File: src/rtl/int_ctrl_pkg.sv
// Shared constants for the interrupt controller: widths, register word indices,
// the "no source" ID and the bridge base address.
package int_ctrl_pkg;

   localparam int unsigned NSRC = 6;
   localparam int unsigned IDW  = 3;
   localparam int unsigned AW   = 3;
   localparam int unsigned DW   = 32;

   localparam logic [AW-1:0] INTC_PEND  = 3'd0;
   localparam logic [AW-1:0] INTC_MASK  = 3'd1;
   localparam logic [AW-1:0] INTC_MODE  = 3'd2;
   localparam logic [AW-1:0] INTC_ACK   = 3'd3;
   localparam logic [AW-1:0] INTC_TAKEN = 3'd4;
   localparam logic [AW-1:0] INTC_ID    = 3'd5;

   localparam logic [IDW-1:0] NOID = 3'd7;

   // Base byte address decoded by the system bridge (word index = addr[4:2]).
   localparam logic [DW-1:0] INTC_BASE = 32'h0000_7F20;

   // Zero-extend a per-source vector onto the data bus.
   function automatic logic [DW-1:0] src_zext(input logic [NSRC-1:0] v);
      return DW'(v);
   endfunction

endpackage

File: src/rtl/int_prio_enc.sv
// Lowest-set-bit encoder: source 0 has the highest priority; NOID when idle.
module int_prio_enc
   import int_ctrl_pkg::*;
(
   input  logic [NSRC-1:0] req,
   output logic [IDW-1:0]  id,
   output logic            valid
);

   // Scan from the top so the lowest set bit is the last to assign.
   always_comb begin
      id = NOID;
      for (int i = NSRC - 1; i >= 0; i--) begin
         if (req[i]) id = IDW'(i);
      end
   end

   assign valid = |req;

endmodule

File: src/rtl/int_ctrl.sv
// Interrupt controller: per-source level/edge latching, masking onto HWInt,
// and a snapshot of pending sources plus winning ID when the core takes an IRQ.
module int_ctrl
   import int_ctrl_pkg::*;
#(
   parameter logic [NSRC-1:0] MASK_RST = 6'b000000
) (
   input  logic            clk,
   input  logic            reset,
   input  logic [NSRC-1:0] IrqIn,
   input  logic            WE,
   input  logic [AW-1:0]   A,
   input  logic [DW-1:0]   DIn,
   output logic [DW-1:0]   DOut,
   input  logic            IntTaken,
   output logic [NSRC-1:0] HWInt,
   output logic            IrqAny
);

   logic [NSRC-1:0] pend;
   logic [NSRC-1:0] mask;
   logic [NSRC-1:0] mode;
   logic [NSRC-1:0] taken;
   logic [IDW-1:0]  id;
   logic [NSRC-1:0] prev;

   logic [NSRC-1:0] rise;
   logic [NSRC-1:0] ack_clr;
   logic [NSRC-1:0] pend_nxt;
   logic [IDW-1:0]  enc_id;
   logic            enc_valid;
   logic            unused_din;

   assign unused_din = ^DIn[DW-1:NSRC];

   assign rise    = IrqIn & ~prev;
   assign ack_clr = (WE && (A == INTC_ACK)) ? DIn[NSRC-1:0] : '0;

   // Level sources track the line; edge sources hold until ACK, with set beating clear.
   assign pend_nxt = (~mode & IrqIn) | (mode & ((pend & ~ack_clr) | rise));

   assign HWInt  = pend & mask;
   assign IrqAny = |HWInt;

   int_prio_enc u_prio (
      .req   (HWInt),
      .id    (enc_id),
      .valid (enc_valid)
   );

   always_ff @(posedge clk) begin
      if (reset) begin
         pend  <= '0;
         mask  <= MASK_RST;
         mode  <= '0;
         taken <= '0;
         id    <= NOID;
         prev  <= '0;
      end else begin
         prev <= IrqIn;
         pend <= pend_nxt;
         if (WE && (A == INTC_MASK)) mask <= DIn[NSRC-1:0];
         if (WE && (A == INTC_MODE)) mode <= DIn[NSRC-1:0];
         if (IntTaken) begin
            taken <= HWInt;
            id    <= enc_valid ? enc_id : NOID;
         end
      end
   end

   // Read mux; ACK and the unused indices read as zero.
   always_comb begin
      DOut = '0;
      case (A)
         INTC_PEND:  DOut = src_zext(pend);
         INTC_MASK:  DOut = src_zext(mask);
         INTC_MODE:  DOut = src_zext(mode);
         INTC_TAKEN: DOut = src_zext(taken);
         INTC_ID:    DOut = DW'(id);
         default:    DOut = '0;
      endcase
   end

endmodule

File: config.mk
export PLATFORM = sky130hd
export DESIGN_NAME = int_ctrl
export DESIGN_NICKNAME = d
export VERILOG_FILES = /design/src/rtl/int_ctrl_pkg.sv /design/src/rtl/int_prio_enc.sv /design/src/rtl/int_ctrl.sv
export SDC_FILE = /design/constraint.sdc
export NUM_CORES = 1
export LEC_CHECK = 0
export CORE_MARGIN = 2
export CORE_UTILIZATION = 42
export CTS_BUF_LIST = sky130_fd_sc_hd__clkbuf_4
export CTS_CLUSTER_DIAMETER = 150
export CTS_CLUSTER_SIZE = 24
export DETAILED_ROUTE_END_ITERATION = 10
export PLACE_DENSITY_LB_ADDON = 0.2
export SETUP_SLACK_MARGIN = 0.05
export SYNTH_ARGS = -nofsm -noshare
export SYNTH_HDL_FRONTEND = slang
export SYNTH_HIERARCHICAL = 1
export SYNTH_SLANG_ARGS = --single-unit
File: constraint.sdc
create_clock -name clk -period 1.7 [get_ports clk]
set_clock_uncertainty 0.2 [all_clocks]
set_input_delay 0.17 -clock clk [delete_from_list [all_inputs] [get_ports clk]]
set_output_delay 0.17 -clock clk [all_outputs]
set_load 0.02 [all_outputs]
# Yosys cells after proc, flatten, opt, wreduce, memory -nomap -nowiden

Cells that the tools add are included.

Memory bits (read-only): 0
Memories: 0
Bits in latches: 0
Output and inout port bits: 39
Word-level logic and storage cells: 35
Memory bits (writable): 0
Bits in registers: 33

Shift operators: 0
Mux-type cells: 9
Reductions and logical operators: 5
Multipliers: 0
Eq/ne operators: 5
Add/subtract/negate cells: 0
Order comparisons: 0
Bitwise operators: 10
Div/mod/pow operators: 0

Operator list:

| cell                 | number |
|---|---|
| $and A6 B6 Y6        | 5 |
| $pmux W6 S5          | 1 |
| $not A6 Y6           | 3 |
| $mux W3              | 5 |
| $or A6 B6 Y6         | 2 |
| $eq A3 B2 Y1 const B | 2 |
| $eq A3 B3 Y1 const B | 2 |
| $mux W6              | 1 |
| $reduce_or A6 Y1     | 1 |
| $mux W2              | 2 |
| $eq A3 B1 Y1 const B | 1 |
| $logic_and A1 B1 Y1  | 3 |
| $logic_not A3 Y1     | 1 |

# Longest topological paths before layout

Word-level depth: 8
Gate-level depth with buffers: 6

# Hierarchy

Netlist, hierarchy kept.

By module, submodules not included:

| module       | instances | area each (sq um) | seq. area each (sq um) | cells each |
|---|---|---|---|---|
| int_ctrl     | 1         | 1,744.2           | 660.6                  | 187 |
| int_prio_enc | 1         | 48.8              | 0.0                    | 8 |

# Worst setup path before layout

Ideal clock, no wire load.

Kind: reg-to-reg
Start point: register pend[4]
End point: register id[1]
Buffers on the path: 0
Setup slack: 0.183 ns
Arrival: 1.200 ns
Clock period less this slack: 1.517 ns
Cell stages (with the launch flop): 7
Required time: 1.383 ns
Path through: dfxtp_1 and2_1 nor2_1 o31a_1 nand3b_1 o21ai_0 nand2b_1

Longest elaborated chain between the ends: 7
Elaborated cells between the ends (all ways): 8
Those cells by class: 6 x mux; 1 x bitwise; 1 x reduce/logical

RTL lines:

| item                   | RTL line           | RTL |
|---|---|---|
| from (decl)            | int_ctrl.sv:20     | `logic [NSRC-1:0] pend;` |
| from (signal assigned) | int_ctrl.sv:61     | `pend <= pend_nxt;` |
| $and A6 B6 Y6          | int_ctrl.sv:42     | `assign HWInt = pend & mask;` |
| net HWInt[4]           | int_ctrl.sv:16     | `output logic [NSRC-1:0] HWInt,` |
| $mux W2                | int_prio_enc.sv:14 | `if (req[i]) id = IDW'(i);` |
| $mux W3 (4 in series)  | int_prio_enc.sv:14 |  |
| net enc_id[1]          | int_ctrl.sv:30     | `logic [IDW-1:0] enc_id;` |
| $mux W3                | int_ctrl.sv:66     | `id <= enc_valid ? enc_id : NOID;` |
| to (signal assigned)   | int_ctrl.sv:66     |  |
| to (decl)              | int_ctrl.sv:24     | `logic [IDW-1:0] id;` |

The timed path passes the listed nets, and every way through them passes these cells.
A chain may end at the register's enable or synchronous reset.

# Final worst setup path

Start point: register taken[1]
End point: output port DOut[1]

Longest elaborated chain between the ends: 1

RTL lines:

| item                   | RTL line       | RTL |
|---|---|---|
| from (decl)            | int_ctrl.sv:23 | `logic [NSRC-1:0] taken;` |
| from (signal assigned) | int_ctrl.sv:65 | `taken <= HWInt;` |
| $pmux W6 S5            | int_ctrl.sv:74 | `case (A)` |
| to (decl)              | int_ctrl.sv:14 | `output logic [DW-1:0] DOut,` |

No other way between the ends.

==> reports/metrics.cfg <==
[placement]
dp.cells = 287
gp_congestion = 0.747
port_buffers = 31
hpwlAfterDp_um = 2830

[yosys]
synth_top_family_by_area = simple AND/OR/NAND/NOR gates
syn_inst = 195
synth_compound_area_share_pct = 11.8
ys_seq_area_share_pct = 36.8
yosysTopAreaCell = dfxtp_1
async_reset_ff_share_pct = 0
synth_cell_types = 30
avgSynthCellArea_um2 = 9.19
synthAdderAreaFrac_pct = 0
synth_area_mm2 = 0.00179
synthTopCellsByCount = dfxtp_1, buf_4, nor2_1
synth_ff_type = dfxtp_1
synth-simple-area-share_pct = 19.9
synth_xor_area_share_pct = 0
synth.most_common_cell = dfxtp_1
synth_edf_count = 0
ys_warn_count = 6
synth_top_area_share_pct = 36.8
synth_area_leaders = dfxtp_1, buf_4, mux2i_1
ys_ff_latch = 33
synthMuxAreaShare_pct = 15.5

[worst_setup_path]
arrival_ns = 1.37
required_ns = 1.33
crit_path_max_fanout = 2
start_kind = register
worstSetupPathType = reg -> out
cp-end-kind = output port

[sta]
hold_violations = 0
hold_ws_ns = 0.194
timing.fmax_ghz = 0.575
grt_setup_unrepaired = true
finalCriticalPeriod_ns = 1.74
finalSetupViolCount = 3
fin_crit_sh_pct = 102
slew_violations = 0
fin_ws_ns = -0.0386

[final_layout]
antennaDiodeCount = 0
fin_cells = 297
drive_gt1_share_pct = 30.0
nNetsFinal = 291
area_delta_synth_final_pct = 28.3

[routing]
vias = 1417
routedWlPerCell_um = 12.7
firstDrtPassIters = 4
viasPerCell = 4.77
drt_iter0_drc = 56
routed_wl_um = 3760
ant_nets = 0
drc_errors = 0

[clock_network]
cts.sinks = 33
cts_max_level = 2
clk_pin_slew_ns = 0.09
clockRootBuffer = clkbuf_4
numCtsBuffers = 5
cts_tree = built
cts_buffer_depth = 2
clock_latency_ns = 0.34

[power]
power_density_mw_per_mm2 = 669
power_mw = 1.54
irDropWorstVdd_v = 0.000509
leakage_nw = 1.03

[global_route]
track_usage_pct = 16.7
grt_first_pass_wirelength_um = 6420
grt_pass1_vias = 1334
grt_max_degree = 34
grt_overflow = 0
antenna_found_initial = 0

[run_status]
status = finished with violations
violations = negative setup slack

[die]
initial_utilization_pct = 44.2
die_height_um = 69.3
coreArea_mm2 = 0.00406
die_area_mm2 = 0.00481
pin_count = 84
rows = 23
dieWidth_um = 69.3

[run]
maxCapViolCount = 0

[min_path]
hold_path.class = in -> reg

==> layout by cell type, fill, tap and decap left out, types with 2 or more instances in the layout <==
cell,synthesis,layout
a211oi_1,6,6
buf_6,4,3
dlygate4sd2_1,0,6
o22ai_1,2,2
dfxtp_1,33,24
o31ai_1,3,2
mux2_2,6,2
mux2i_1,21,21
nor2_1,26,24
nand3b_1,2,2
clkdlybuf4s50_1,0,15
o21ai_1,0,2
dfxtp_2,0,9
a22oi_2,0,2
buf_4,28,26
nor2b_1,8,8
a32oi_1,3,2
buf_2,4,2
nand2_1,16,16
and2_4,0,6
clkbuf_4,0,8
nand2b_1,3,3
mux2_4,0,4
a21o_1,6,6
conb_1,1,26
nor2_2,0,2
clkbuf_2,0,2
==> cells by family after synthesis <==
family                 count (synthesis)
other                                  1
AOI/OAI and AO/OA                     29
buffers and inverters                 38
DFF                                   33
and+or+nand+nor                       67
muxes                                 27
==> sequential cells by signal, summed over array words and instances, names as in the netlist <==
| name | count |
|---|---|
| mask | 6 |
| taken | 6 |
| prev | 6 |
| mode | 6 |
| pend | 6 |
| id | 3 |
==> what timing repair did <==
item,in CTS,in global routing
hold buffers,0,0
cloned,0,0
setup endpoints to repair,16,16
resized for setup,62,26
buffers inserted,1,1
pin swaps,1,3
==> where the power goes <==
group / total (mW) / internal [mW] / switching (mW) / leakage (nW)
Clock: 0.461 / 0.212 / 0.249 / 0.0368
Combinational: 0.268 / 0.119 / 0.149 / 0.717
Sequential: 0.809 / 0.796 / 0.0129 / 0.272
Total: 1.54 / 1.13 / 0.410 / 1.03
==> per-stage QoR <==
stage | instance area [um^2] | setup WS, ns | setup TNS (ns) | util [%]
after CTS | 2230 | -0.0677 | -0.193 | 55.0
final | 2300 | -0.0386 | -0.0928 | 56.7
after global placement | 2170 | -0.681 | -7.75 | 53.4
after floorplan | 1890 | 0.183 | 0 | -
after global routing | 2300 | -0.118 | -0.401 | 56.7
after detailed placement | 2170 | -0.737 | -8.28 | 53.4
==> worst paths after layout <==
| kind | start | end | slack [ns] | cells past startpoint |
|---|---|---|---|---|
| worst min register to register | prev[2] | pend[2] | 0.28 | 2 |
| worst min-delay path | IrqIn[0] | prev[0] | 0.19 | 2 |
| worst max register to register | pend[1] | id[1] | 0.16 | 7 |
| worst max-delay path | taken[1] | DOut[1] | -0.04 | 4 |
==> layout make-up <==
type | count | area, um^2
well taps | 50 | 62.6
multi-input cells | 149 | 1020
flip-flops and latches | 33 | 672
clock buffers | 8 | 60.1
inverters | 1 | 3.75
fillers | 392 | 1760
repair buffers | 56 | 482
==> critical path, stage by stage, from the launching register on <==
cell and delay, ns:
dfxtp_2 0.33, mux2_4 0.27, a32oi_1 0.15, o31ai_1 0.11, buf_2 0.17
==> layer usage <==
metal | track usage, % | up-vias | share of wire [%]
li1 | - | 718 | -
met1 | 23.5 | 656 | 49
met2 | 24.7 | 37 | 45
met3 | 4.51 | 6 | 4.7
met4 | 5.23 | 0 | 1.4
met5 | 0 | - | 0
No activity file was read; power rests on OpenSTA's default activity.
